==> src/rtl/fec_pkg.sv <==
`default_nettype none
// ============================================================================
// Module  : fec_pkg
// Brief   : Shared types and constants for the Hamming(16,11) SECDED path:
//           FSM state encoding, decode flags, codeword bit positions and
//           syndrome masks used by both encoder and decoder.
// Revision: 1.0 - initial release
// ============================================================================
package fec_pkg;

  // Decoder run sequencer states, 3-bit encoding.
  typedef enum logic [2:0] {
    S_IDLE  = 3'd0,
    S_RD_LO = 3'd1,
    S_RD_HI = 3'd2,
    S_CAPT  = 3'd3,
    S_WR_LO = 3'd4,
    S_WR_HI = 3'd5,
    S_FIN   = 3'd6
  } state_t;

  // Per-word decode outcome, stored in the top two bits of the hi byte.
  localparam logic [1:0] FLG_OK  = 2'b00;
  localparam logic [1:0] FLG_COR = 2'b01;
  localparam logic [1:0] FLG_DBL = 2'b10;

  // Parity bit positions inside the 16-bit codeword.
  localparam int POS_P0 = 0;
  localparam int POS_P1 = 1;
  localparam int POS_P2 = 2;
  localparam int POS_P4 = 4;
  localparam int POS_P8 = 8;

  // Syndrome bit k covers every position whose index has bit k set.
  localparam logic [15:0] SYN_MASK0 = 16'hAAAA;
  localparam logic [15:0] SYN_MASK1 = 16'hCCCC;
  localparam logic [15:0] SYN_MASK2 = 16'hF0F0;
  localparam logic [15:0] SYN_MASK3 = 16'hFF00;

  // Gather the 11 data bits: d0 at 3, d1..d3 at 5..7, d4..d10 at 9..15.
  function automatic logic [10:0] extract_data(input logic [15:0] cw);
    return {cw[15:9], cw[7:5], cw[3]};
  endfunction

  // 4-bit syndrome over positions 1..15; bit 0 never contributes.
  function automatic logic [3:0] syndrome(input logic [15:0] cw);
    return {^(cw & SYN_MASK3), ^(cw & SYN_MASK2),
            ^(cw & SYN_MASK1), ^(cw & SYN_MASK0)};
  endfunction

endpackage : fec_pkg
`default_nettype wire

==> src/rtl/hamming16_dec.sv <==
`default_nettype none
// ============================================================================
// Module  : hamming16_dec
// Brief   : Combinational Hamming(16,11) SECDED decode of one codeword.
//           Single errors are corrected, double errors only flagged.
// Revision: 1.0 - initial release
// ============================================================================
module hamming16_dec
  import fec_pkg::*;
(
  input  logic [15:0] codeword_i,
  output logic [10:0] data_o,
  output logic [1:0]  flag_o
);

  logic [3:0]  syn;
  logic        par;
  logic [15:0] fixed;

  // Classify the word and, for an odd overall parity, flip the bit the
  // syndrome points at (syndrome 0 means the overall parity bit itself).
  always_comb begin
    syn    = syndrome(codeword_i);
    par    = ^codeword_i;
    fixed  = codeword_i;
    flag_o = FLG_OK;
    if (par) begin
      fixed  = codeword_i ^ (16'h0001 << syn);
      flag_o = FLG_COR;
    end else if (syn != 4'd0) begin
      flag_o = FLG_DBL;
    end
    data_o = extract_data(fixed);
  end

endmodule : hamming16_dec
`default_nettype wire

==> src/rtl/fec_decoder.sv <==
`default_nettype none
// ============================================================================
// Module  : fec_decoder
// Brief   : Reads NUM_WORDS encoded words from data memory, SECDED-decodes
//           each one and writes data plus a 2-bit flag back, counting
//           corrected and double-error words per run.
// Revision: 1.0 - initial release
// ============================================================================
module fec_decoder
  import fec_pkg::*;
#(
  parameter int NUM_WORDS = 15,
  parameter int SRC_BASE  = 30,
  parameter int DST_BASE  = 0,
  parameter int ADDR_W    = 8
) (
  input  logic              clk,
  input  logic              reset,
  input  logic              start,
  output logic              done,
  output logic [ADDR_W-1:0] mem_addr,
  input  logic [7:0]        mem_rd_data,
  output logic              mem_wr_en,
  output logic [7:0]        mem_wr_data,
  output logic [3:0]        corr_cnt,
  output logic [3:0]        dbl_cnt
);

  localparam int IDX_W = (NUM_WORDS > 1) ? $clog2(NUM_WORDS) : 1;
  localparam logic [IDX_W-1:0] LAST_IDX = IDX_W'(NUM_WORDS - 1);

  state_t            state_q, state_d;
  logic [IDX_W-1:0]  idx_q, idx_d;
  logic [7:0]        lo_q, lo_d;
  logic [7:0]        hi_q, hi_d;
  logic [3:0]        corr_q, corr_d;
  logic [3:0]        dbl_q, dbl_d;
  logic              done_q, done_d;

  logic [ADDR_W-1:0] src_addr;
  logic [ADDR_W-1:0] dst_addr;
  logic [10:0]       dec_data;
  logic [1:0]        dec_flag;

  assign src_addr = ADDR_W'(SRC_BASE) + ADDR_W'({idx_q, 1'b0});
  assign dst_addr = ADDR_W'(DST_BASE) + ADDR_W'({idx_q, 1'b0});

  hamming16_dec u_dec (
    .codeword_i ({hi_q, lo_q}),
    .data_o     (dec_data),
    .flag_o     (dec_flag)
  );

  // State and datapath registers; reset returns everything to idle at once.
  always_ff @(posedge clk or posedge reset) begin
    if (reset) begin
      state_q <= S_IDLE;
      idx_q   <= '0;
      lo_q    <= '0;
      hi_q    <= '0;
      corr_q  <= '0;
      dbl_q   <= '0;
      done_q  <= 1'b0;
    end else begin
      state_q <= state_d;
      idx_q   <= idx_d;
      lo_q    <= lo_d;
      hi_q    <= hi_d;
      corr_q  <= corr_d;
      dbl_q   <= dbl_d;
      done_q  <= done_d;
    end
  end

  // Next-state, memory port and counter logic; read data arrives one
  // state after its address, so lo/hi are captured a state late.
  always_comb begin
    state_d     = state_q;
    idx_d       = idx_q;
    lo_d        = lo_q;
    hi_d        = hi_q;
    corr_d      = corr_q;
    dbl_d       = dbl_q;
    done_d      = done_q;
    mem_addr    = '0;
    mem_wr_en   = 1'b0;
    mem_wr_data = '0;
    case (state_q)
      S_IDLE: begin
        if (start) begin
          done_d  = 1'b0;
          corr_d  = '0;
          dbl_d   = '0;
          idx_d   = '0;
          state_d = S_RD_LO;
        end
      end
      S_RD_LO: begin
        mem_addr = src_addr;
        state_d  = S_RD_HI;
      end
      S_RD_HI: begin
        mem_addr = src_addr + ADDR_W'(1);
        lo_d     = mem_rd_data;
        state_d  = S_CAPT;
      end
      S_CAPT: begin
        hi_d    = mem_rd_data;
        state_d = S_WR_LO;
      end
      S_WR_LO: begin
        mem_wr_en   = 1'b1;
        mem_addr    = dst_addr;
        mem_wr_data = dec_data[7:0];
        if (dec_flag == FLG_COR && corr_q != 4'hF) corr_d = corr_q + 4'd1;
        if (dec_flag == FLG_DBL && dbl_q  != 4'hF) dbl_d  = dbl_q  + 4'd1;
        state_d = S_WR_HI;
      end
      S_WR_HI: begin
        mem_wr_en   = 1'b1;
        mem_addr    = dst_addr + ADDR_W'(1);
        mem_wr_data = {dec_flag, 3'b000, dec_data[10:8]};
        if (idx_q == LAST_IDX) begin
          state_d = S_FIN;
        end else begin
          idx_d   = idx_q + IDX_W'(1);
          state_d = S_RD_LO;
        end
      end
      S_FIN: begin
        done_d  = 1'b1;
        state_d = S_IDLE;
      end
      default: state_d = S_IDLE;
    endcase
  end

  assign done     = done_q;
  assign corr_cnt = corr_q;
  assign dbl_cnt  = dbl_q;

endmodule : fec_decoder
`default_nettype wire

==> config.mk <==
export PLATFORM = sky130hd
export DESIGN_NAME = fec_decoder
export DESIGN_NICKNAME = d
export VERILOG_FILES = /design/src/rtl/fec_pkg.sv /design/src/rtl/hamming16_dec.sv /design/src/rtl/fec_decoder.sv
export SDC_FILE = /design/constraint.sdc
export NUM_CORES = 1
export LEC_CHECK = 0
export CAP_MARGIN = 20
export CORE_MARGIN = 2
export CORE_UTILIZATION = 40
export DETAILED_ROUTE_END_ITERATION = 6
export DONT_BUFFER_PORTS = 1
export SLEW_MARGIN = 20
export SYNTH_ARGS = -nofsm -noshare
export SYNTH_HDL_FRONTEND = slang
export SYNTH_SLANG_ARGS = --single-unit
==> constraint.sdc <==
create_clock -name clk -period 2.29 [get_ports clk]
set_input_delay 0.3435 -clock clk [delete_from_list [all_inputs] [get_ports clk]]
set_output_delay 0.3435 -clock clk [all_outputs]
set_load 0.05 [all_outputs]
==> results of run 1 <==
cell usage after synthesis (all sizes together), types with 4 or more instances:
cell     n
mux2    18
nand3    7
o22ai    6
nand3b   4
xor2     5
a21oi    9
inv      7
dfrtp   32
nor2    17
xnor2   36
ha       5
nor3     6
nand2   18
clkbuf   7
cell families after synthesis:
group                    after synthesis  synth area share, %
adder cells (fa/ha/maj)                5                 2.92
other                                  1                0.175
multiplexers                          20                 10.4
XOR/XNOR                              41                 18.8
AND/OR/NAND/NOR                       70                 16.3
AO/OA/AOI/OAI                         35                 10.9
flip-flops                            32                 37.3
buffers and inverters                 16                 3.15
area by class of cell:
class / instances / share of cell area [%]
clock inverters: 3 / 0.551
repair buffers: 61 / 17.9
inverters: 7 / 0.772
clock buffers: 5 / 2.02
flip-flops and latches: 32 / 23.9
well taps: 70 / 2.57
multi-input cells: 173 / 52.2
placed cells by master, fill, tap and decap left out, types with 4 or more instances in the layout:
cell type / n
sky130_fd_sc_hd__nand3_1: 7
sky130_fd_sc_hd__xnor2_1: 8
sky130_fd_sc_hd__nand3b_1: 4
sky130_fd_sc_hd__dfrtp_1: 22
sky130_fd_sc_hd__nor2_1: 14
sky130_fd_sc_hd__a21oi_1: 4
sky130_fd_sc_hd__dfrtp_2: 10
sky130_fd_sc_hd__nand2_1: 17
sky130_fd_sc_hd__nor3_1: 6
sky130_fd_sc_hd__buf_12: 11
sky130_fd_sc_hd__clkbuf_8: 5
sky130_fd_sc_hd__inv_1: 7
sky130_fd_sc_hd__buf_4: 46
sky130_fd_sc_hd__xnor2_2: 21
sky130_fd_sc_hd__ha_1: 5
sky130_fd_sc_hd__buf_6: 4
sky130_fd_sc_hd__mux2_2: 17
sky130_fd_sc_hd__xnor2_4: 7
metrics by stage:
| stage | hold slack, ns | cell area (um2) | std cells | worst slack (ns) |
|---|---|---|---|---|
| final | 0.0586 | 3400 | 351 | -0.564 |
| after global routing | 0.119 | 3400 | 351 | -0.629 |
| after CTS | 0.0758 | 3130 | 340 | -0.450 |
| after detailed placement | 0.384 | 2870 | 329 | -0.187 |
| after global placement | 0.378 | 2870 | 329 | -0.163 |
| after floorplan | 0.460 | 2320 | 221 | -0.208 |
path summary, 6_finish.rpt:
path / start / to / cells past startpoint
setup / recovery: lo_q[5] / mem_wr_data[0] / 9
hold / removal: reset / lo_q[6] / 1
setup reg to reg: hi_q[3] / dbl_cnt[2] / 10
hold reg to reg: dbl_cnt[0] / dbl_cnt[0] / 1
max in group asynchronous: reset / hi_q[5] / 2
min in group clk: mem_rd_data[5] / lo_q[5] / 1
flip-flops by register name, summed over array words and instances (netlist names):
name,flops
done,1
lo_q,8
state_q,3
dbl_cnt,4
corr_cnt,4
idx_q,4
hi_q,8
routing by layer:
metal	GRT usage, %	up-vias
met3	5.53	19
met5	0	-
li1	-	887
met2	29.2	48
met4	6.43	0
met1	27.5	921
repair_timing:
item                       CTS  global route
setup endpoints to repair   10            15
pin swaps                   15            22
hold buffers                 0             0
resized for setup           24            29
setup buffers                3            11
==> results.sh, run 1 <==
export IMPL_tightest_slew_ns=0.720
export IMPL_drtPass1Iterations=4
export IMPL_crit_required_ns=1.95
export IMPL_min_period_over_period_pct=125
export IMPL_drtIter0Drc=61
export IMPL_ios=37
export IMPL_critical_path_endpoint_type="output pin"
export IMPL_die_width_um=77.2
export IMPL_insertion_delay_of_the_later_clocked_pin_in_the_worst_skew_pair_ns=0.29
export IMPL_fp_coreArea_mm2=0.00514
export IMPL_cts_sinks=32
export IMPL_critPathMostFrequentCell="sky130_fd_sc_hd__xnor2_2"
export IMPL_drcViolationCount=0
export IMPL_maxUsedRoutingLayer="met4"
export IMPL_seq_area_um2=813
export IMPL_fillCellCount=388
export IMPL_share_of_cells_above_drive_strength_1_pct=55.9
export IMPL_grt_total_usage_pct=19.6
export IMPL_tritoncts="yes"
export IMPL_post_synth_num_cell_types=43
export IMPL_postSynthCellCount=220
export IMPL_clock_tree_buffer_depth=2
export IMPL_area_growth_synth_to_final_pct=58.7
export IMPL_path_cells="xor2_4 -> buf_6 -> xnor2_4 -> xnor2_2 -> nand2b_4 -> nor4b_4 -> xnor2_2 -> o22ai_4 -> buf_12"
export IMPL_synth_seq_area_share_pct=37.3
export IMPL_post_route_worst_setup_slack_ns=-0.564
export IMPL_met2_wirelength_um=3010
export IMPL_crit_path_max_incr_delay_ns=0.49
export IMPL_ctsHtreeMaxLevel=2
export IMPL_routed_wl_um=6110
export IMPL_crit_fanout=6
export IMPL_worstPathArrival_ns=2.51
export IMPL_worst_path_dominant_cell_family="XOR/XNOR gates"
export IMPL_relSlewSlack_pct=52.0
export IMPL_synth_top_cells_by_area="sky130_fd_sc_hd__dfrtp_1, sky130_fd_sc_hd__xnor2_1, sky130_fd_sc_hd__mux2_2, sky130_fd_sc_hd__nand2_1, sky130_fd_sc_hd__xnor2_2"
export IMPL_area_of_the_multi_input_gates_mm2=0.00178
export IMPL_synth_main_ff_cell="sky130_fd_sc_hd__dfrtp_1"
export IMPL_antenna_cells=0
export IMPL_antenna_left=0
export IMPL_failed_checks="setup timing"
export IMPL_antenna_found_initial=0
export IMPL_worst_r2r_setup_slack_ns=-0.16
export IMPL_via_count=1875
export IMPL_fin_nets=296
export IMPL_wl_met3_um=276
export IMPL_ys_async_sr_fraction_pct=100
export IMPL_timing_setup_tns_ns=-4.47
export IMPL_synth_edff_count=0
export IMPL_dieArea_mm2=0.00596
export IMPL_start_kind="flip-flop"
export IMPL_min_delay_path_class="in2async"
export IMPL_finalSetupViolCount=10
export IMPL_synth_top_area_share_pct=37.3
export IMPL_unrepaired_setup_endpoints_after_global_routing="yes"
export IMPL_dp_final_hpwl_um=4040
export IMPL_ys_ff_latch=32
export IMPL_synth_largest_area_cell="sky130_fd_sc_hd__dfrtp_1"
export IMPL_netlist_area_mm2=0.00214
export IMPL_die_h_um=77.2
export IMPL_worstPathBufferInverterCount=2
export IMPL_max_freq_mhz=350
export IMPL_clock_skew_final_ns=0.00490
export IMPL_cts_reportedPaths_clkPinSlew_ns=0.07
export IMPL_met1_length_um=2650
export IMPL_timing_critical_path_slowest_stage_cell="sky130_fd_sc_hd__dfrtp_2"
export IMPL_worstSetupPathType="reg2out"
export IMPL_grt_max_degree=20
export IMPL_place_port_buffers=0
export IMPL_grt_pass1_wl_um=9180
export IMPL_fin_util_pct=66.2
export IMPL_slew_violations=0
export IMPL_period_minus_ws_final_ns=2.85
export IMPL_via_per_inst=5.34
export IMPL_globalRouteOverflowTotal=0
export IMPL_gpl_final_weighted_congestion=0.816
export IMPL_finalHoldViolCount=0
export IMPL_cts_buffers_inserted=5
export IMPL_max_cap_violations=0
export IMPL_first_global_vias=1830
export IMPL_avgSynthCellArea_um2=9.75
export IMPL_status="finished with violations"
export IMPL_synth_warnings=0
export IMPL_rows=26
export IMPL_routedWlPerCell_um=17.4
export IMPL_root_buffer="sky130_fd_sc_hd__clkbuf_8"
export IMPL_initial_core_util_pct=41.7
Power of run 1 is not shown: default switching activity piles up to over one toggle a cycle in this logic, so the estimate is an artifact.
==> run 2, diff against run 1 <==
--- a/config.mk
+++ b/config.mk
@@ -6,10 +6,10 @@
 export NUM_CORES = 1
 export LEC_CHECK = 0
 export CAP_MARGIN = 20
-export CORE_MARGIN = 2
-export CORE_UTILIZATION = 40
+export CORE_UTILIZATION = 57
 export DETAILED_ROUTE_END_ITERATION = 6
 export DONT_BUFFER_PORTS = 1
+export PLACE_DENSITY = 0.75
 export SLEW_MARGIN = 20
 export SYNTH_ARGS = -nofsm -noshare
 export SYNTH_HDL_FRONTEND = slang
==> constraint.sdc (replaced) <==
create_clock -name clk -period 2.29 [get_ports clk]
set_input_delay 0.458 -clock clk [delete_from_list [all_inputs] [get_ports clk]]
set_output_delay 0.458 -clock clk [all_outputs]
set_load 0.05 [all_outputs]
==> run 2 against run 1 <==
The flow now stops in global routing (5_1_grt); synthesized area is the same; synthesized cell count is the same.
==> results.sh, run 2 <==
export IMPL_synth_largest_area_cell="sky130_fd_sc_hd__dfrtp_1"
export IMPL_synth_top_area_share_pct=37.3
export IMPL_rows=21
export IMPL_worstEndpointType="output port"
export IMPL_post_synth_num_cell_types=43
export IMPL_initial_core_util_pct=61.8
export IMPL_clock_tree_buffer_depth=2
export IMPL_die_width_um=63.3
export IMPL_synth_warnings=0
export IMPL_gpl_final_weighted_congestion=0.864
export IMPL_place_port_buffers=0
export IMPL_root_buffer="sky130_fd_sc_hd__clkbuf_8"
export IMPL_cts_hold_repair_buffers=0
export IMPL_first_error="[ERROR DPL-0038] Utilization greater than 100%, impossible to legalize"
export IMPL_postSynthCellCount=220
export IMPL_failed_stage="global routing (5_1_grt)"
export IMPL_grt_max_degree=20
export IMPL_ctsHtreeMaxLevel=2
export IMPL_worst_endpoint="mem_wr_data[5]"
export IMPL_synth_edff_count=0
export IMPL_synth_seq_area_share_pct=37.3
export IMPL_ys_async_sr_fraction_pct=100
export IMPL_ys_ff_latch=32
export IMPL_cts_sinks=32
export IMPL_cts_buffers_inserted=5
export IMPL_netlist_area_mm2=0.00214
export IMPL_die_h_um=63.3
export IMPL_ios=37
export IMPL_synth_top_cells_by_area="sky130_fd_sc_hd__dfrtp_1, sky130_fd_sc_hd__xnor2_1, sky130_fd_sc_hd__mux2_2, sky130_fd_sc_hd__nand2_1, sky130_fd_sc_hd__xnor2_2"
export IMPL_synth_main_ff_cell="sky130_fd_sc_hd__dfrtp_1"
export IMPL_synth_commonest_cells="sky130_fd_sc_hd__dfrtp_1, sky130_fd_sc_hd__xnor2_1, sky130_fd_sc_hd__nand2_1, sky130_fd_sc_hd__mux2_2, sky130_fd_sc_hd__nor2_1"
export IMPL_dp_final_hpwl_um=4110
export IMPL_avgSynthCellArea_um2=9.75
export IMPL_status="stopped before the end"
## run 2: cell counts after synthesis
Identical to the previous run, type by type.
## run 2: through the flow
stage               area [um2]  setup WS, ns  utilization, %  hold slack, ns  std cells
global placement          2870        -0.213            82.7           0.404        306
CTS                       3130        -0.549            90.1           0.131        321
floorplan                 2340        -0.322               -           0.500        221
detailed placement        2870        -0.318            82.7           0.436        306
## run 2: kinds of logic after synthesis
group	share of synthesized area, %
buffers and inverters	3.15
AO/OA/AOI/OAI	10.9
other	0.175
adder cells (fa/ha/maj)	2.92
XOR/XNOR	18.8
multiplexers	10.4
AND/OR/NAND/NOR	16.3
flip-flops	37.3
## run 2: repair_timing
action,4_1_cts
setup endpoints to repair,13
gates resized for setup,22
buffers inserted,7
pin swaps,16
gates cloned,0
==> run 3, diff against run 2 <==
--- a/config.mk
+++ b/config.mk
@@ -6,10 +6,10 @@
 export NUM_CORES = 1
 export LEC_CHECK = 0
 export CAP_MARGIN = 20
-export CORE_UTILIZATION = 57
+export CORE_UTILIZATION = 40
 export DETAILED_ROUTE_END_ITERATION = 6
 export DONT_BUFFER_PORTS = 1
-export PLACE_DENSITY = 0.75
+export PLACE_DENSITY_LB_ADDON = 0.15
 export SLEW_MARGIN = 20
 export SYNTH_ARGS = -nofsm -noshare
 export SYNTH_HDL_FRONTEND = slang
==> constraint.sdc (replaced) <==
create_clock -name clk -period 2.98 [get_ports clk]
set_input_delay 0.596 -clock clk [delete_from_list [all_inputs] [get_ports clk]]
set_output_delay 0.596 -clock clk [all_outputs]
set_load 0.05 [all_outputs]
==> run 3 against run 2 <==
The flow now finishes, with violations (setup timing).
==> results.sh, run 3 (same netlist as run 1, synthesis figures left out) <==
export IMPL_critical_path_reg2reg_endpoint="corr_cnt[1]"
export IMPL_most_common_layout_cells="sky130_fd_sc_hd__buf_4, sky130_fd_sc_hd__dfrtp_1, sky130_fd_sc_hd__xnor2_1"
export IMPL_critical_path_endpoint_type="output pin"
export IMPL_grt_max_degree=33
export IMPL_startpoint_of_the_worst_slack_reg_to_reg_timing_path="lo_q[6]"
export IMPL_antenna_cells=0
export IMPL_worst_r2r_setup_slack_ns=0.55
export IMPL_crit_required_ns=2.38
export IMPL_drcViolationCount=0
export IMPL_most_common_cell_after_layout_fill_and_taps_aside="sky130_fd_sc_hd__buf_4"
export IMPL_period_minus_ws_final_ns=3.04
export IMPL_place_port_buffers=0
export IMPL_cts_buffers_inserted=5
export IMPL_drtIter0Drc=81
export IMPL_relSlewSlack_pct=59.9
export IMPL_insertion_delay_of_the_later_clocked_pin_in_the_worst_skew_pair_ns=0.29
export IMPL_critPathLaunch="lo_q[6]"
export IMPL_timing_critical_path_to="mem_wr_data[0]"
export IMPL_via_count=1702
export IMPL_max_cap_violations=0
export IMPL_area_growth_synth_to_final_pct=31.9
export IMPL_cts_hold_repair_buffers=0
export IMPL_worstSetupPathType="reg2out"
export IMPL_antenna_left=0
export IMPL_cts_sinks=32
export IMPL_tightest_slew_ns=0.597
export IMPL_min_period_over_period_pct=102
export IMPL_dp_final_hpwl_um=3500
export IMPL_first_global_vias=1690
export IMPL_cts_reportedPaths_clkPinSlew_ns=0.07
export IMPL_largest_registers="hi_q (8), lo_q (8)"
export IMPL_rr_worst_depth=10
export IMPL_die_width_um=75.2
export IMPL_min_delay_path_class="in2async"
export IMPL_crit_path_max_incr_delay_ns=0.44
export IMPL_area_of_the_multi_input_gates_mm2=0.00150
export IMPL_globalRouteOverflowTotal=0
export IMPL_fp_coreArea_mm2=0.00514
export IMPL_crit_fanout=6
export IMPL_finalHoldViolCount=0
export IMPL_initial_core_util_pct=41.7
export IMPL_gpl_final_weighted_congestion=0.804
export IMPL_tritoncts="yes"
export IMPL_finalSetupViolCount=5
export IMPL_rows=26
export IMPL_share_of_cells_above_drive_strength_1_pct=41.3
export IMPL_slew_violations=0
export IMPL_start_kind="flip-flop"
export IMPL_antenna_found_initial=0
export IMPL_routedWlPerCell_um=15.8
export IMPL_post_route_worst_setup_slack_ns=-0.0555
export IMPL_clock_tree_buffer_depth=2
export IMPL_unrepaired_setup_endpoints_after_global_routing="yes"
export IMPL_grt_total_usage_pct=19.7
export IMPL_status="finished with violations"
export IMPL_ios=37
export IMPL_max_freq_mhz=329
export IMPL_drtPass1Iterations=4
export IMPL_clock_skew_final_ns=0.00365
export IMPL_grt_pass1_wl_um=8130
export IMPL_fin_nets=268
export IMPL_seq_area_um2=812
export IMPL_dieArea_mm2=0.00566
export IMPL_routed_wl_um=5090
export IMPL_root_buffer="sky130_fd_sc_hd__clkbuf_8"
export IMPL_timing_critical_path_slowest_stage_cell="sky130_fd_sc_hd__dfrtp_2"
export IMPL_worstPathArrival_ns=2.44
export IMPL_fin_util_pct=55.0
export IMPL_fillCellCount=465
export IMPL_die_h_um=75.2
export IMPL_ctsHtreeMaxLevel=2
export IMPL_holdWs_ns=0.283
export IMPL_failed_checks="setup timing"
export IMPL_path_cells="xor2_1 -> xnor2_2 -> xor2_2 -> nand2b_2 -> nor4b_4 -> xnor2_1 -> o22ai_2 -> buf_12"
export IMPL_via_per_inst=5.29
[run 3: area by class of cell]
| class | instances | area share [%] |
|---|---|---|
| sequential | 32 | 28.7 |
| inverter | 7 | 0.929 |
| tap | 70 | 3.10 |
| clock buffer | 7 | 3.41 |
| multi-input combinational | 173 | 53.1 |
| timing repair buffer | 33 | 10.8 |
[run 3: worst min path at each step]
stage	endpoint
finish	hi_q[4]
global route	hi_q[4]
global placement	hi_q[0]
CTS	lo_q[4]
floorplan	hi_q[0]
detailed placement	lo_q[2]
[run 3: what timing repair did]
item                                    4_1_cts  5_1_grt
buffers inserted                              8        5
pin swaps                                    10       11
gates cloned                                  0        0
gates resized for setup                      21       15
endpoints found under the setup margin        8        8
[run 3: worst max-delay path: cells and delay by family (launching register included)]
kind,cells,cell delay [ns]
AOI/OAI and AO/OA,1,0.21
xor gates and xnor gates,4,0.78
buffers and inverters,1,0.17
DFF,1,0.44
and+or+nand+nor,2,0.56
[run 3: metal layers]
metal	wire (um)	track usage, %
met3	229	4.69
met5	0	0
met1	2380	26.2
met2	2350	30.9
met4	123	8.23
[run 3: through the flow]
stage	setup slack [ns]	std cells	cell area (um2)	setup TNS, ns
floorplan	0.0260	221	2170	0
global placement	0.0259	302	2440	0
detailed placement	0.0496	302	2440	0
CTS	-0.0390	317	2720	-0.0805
global route	-0.152	322	2830	-1.06
finish	-0.0555	322	2830	-0.204
Power of run 3 is left out for the same reason.
==> run 4, diff against run 3 <==
--- a/config.mk
+++ b/config.mk
@@ -5,6 +5,7 @@
 export SDC_FILE = /design/constraint.sdc
 export NUM_CORES = 1
 export LEC_CHECK = 0
+export ABC_AREA = 0
 export CAP_MARGIN = 20
 export CORE_UTILIZATION = 40
 export DETAILED_ROUTE_END_ITERATION = 6
==> results of run 4 <==
The final DEF is identical to that of run 3; final timing and power are the same.
Power of run 4 is left out for the same reason.
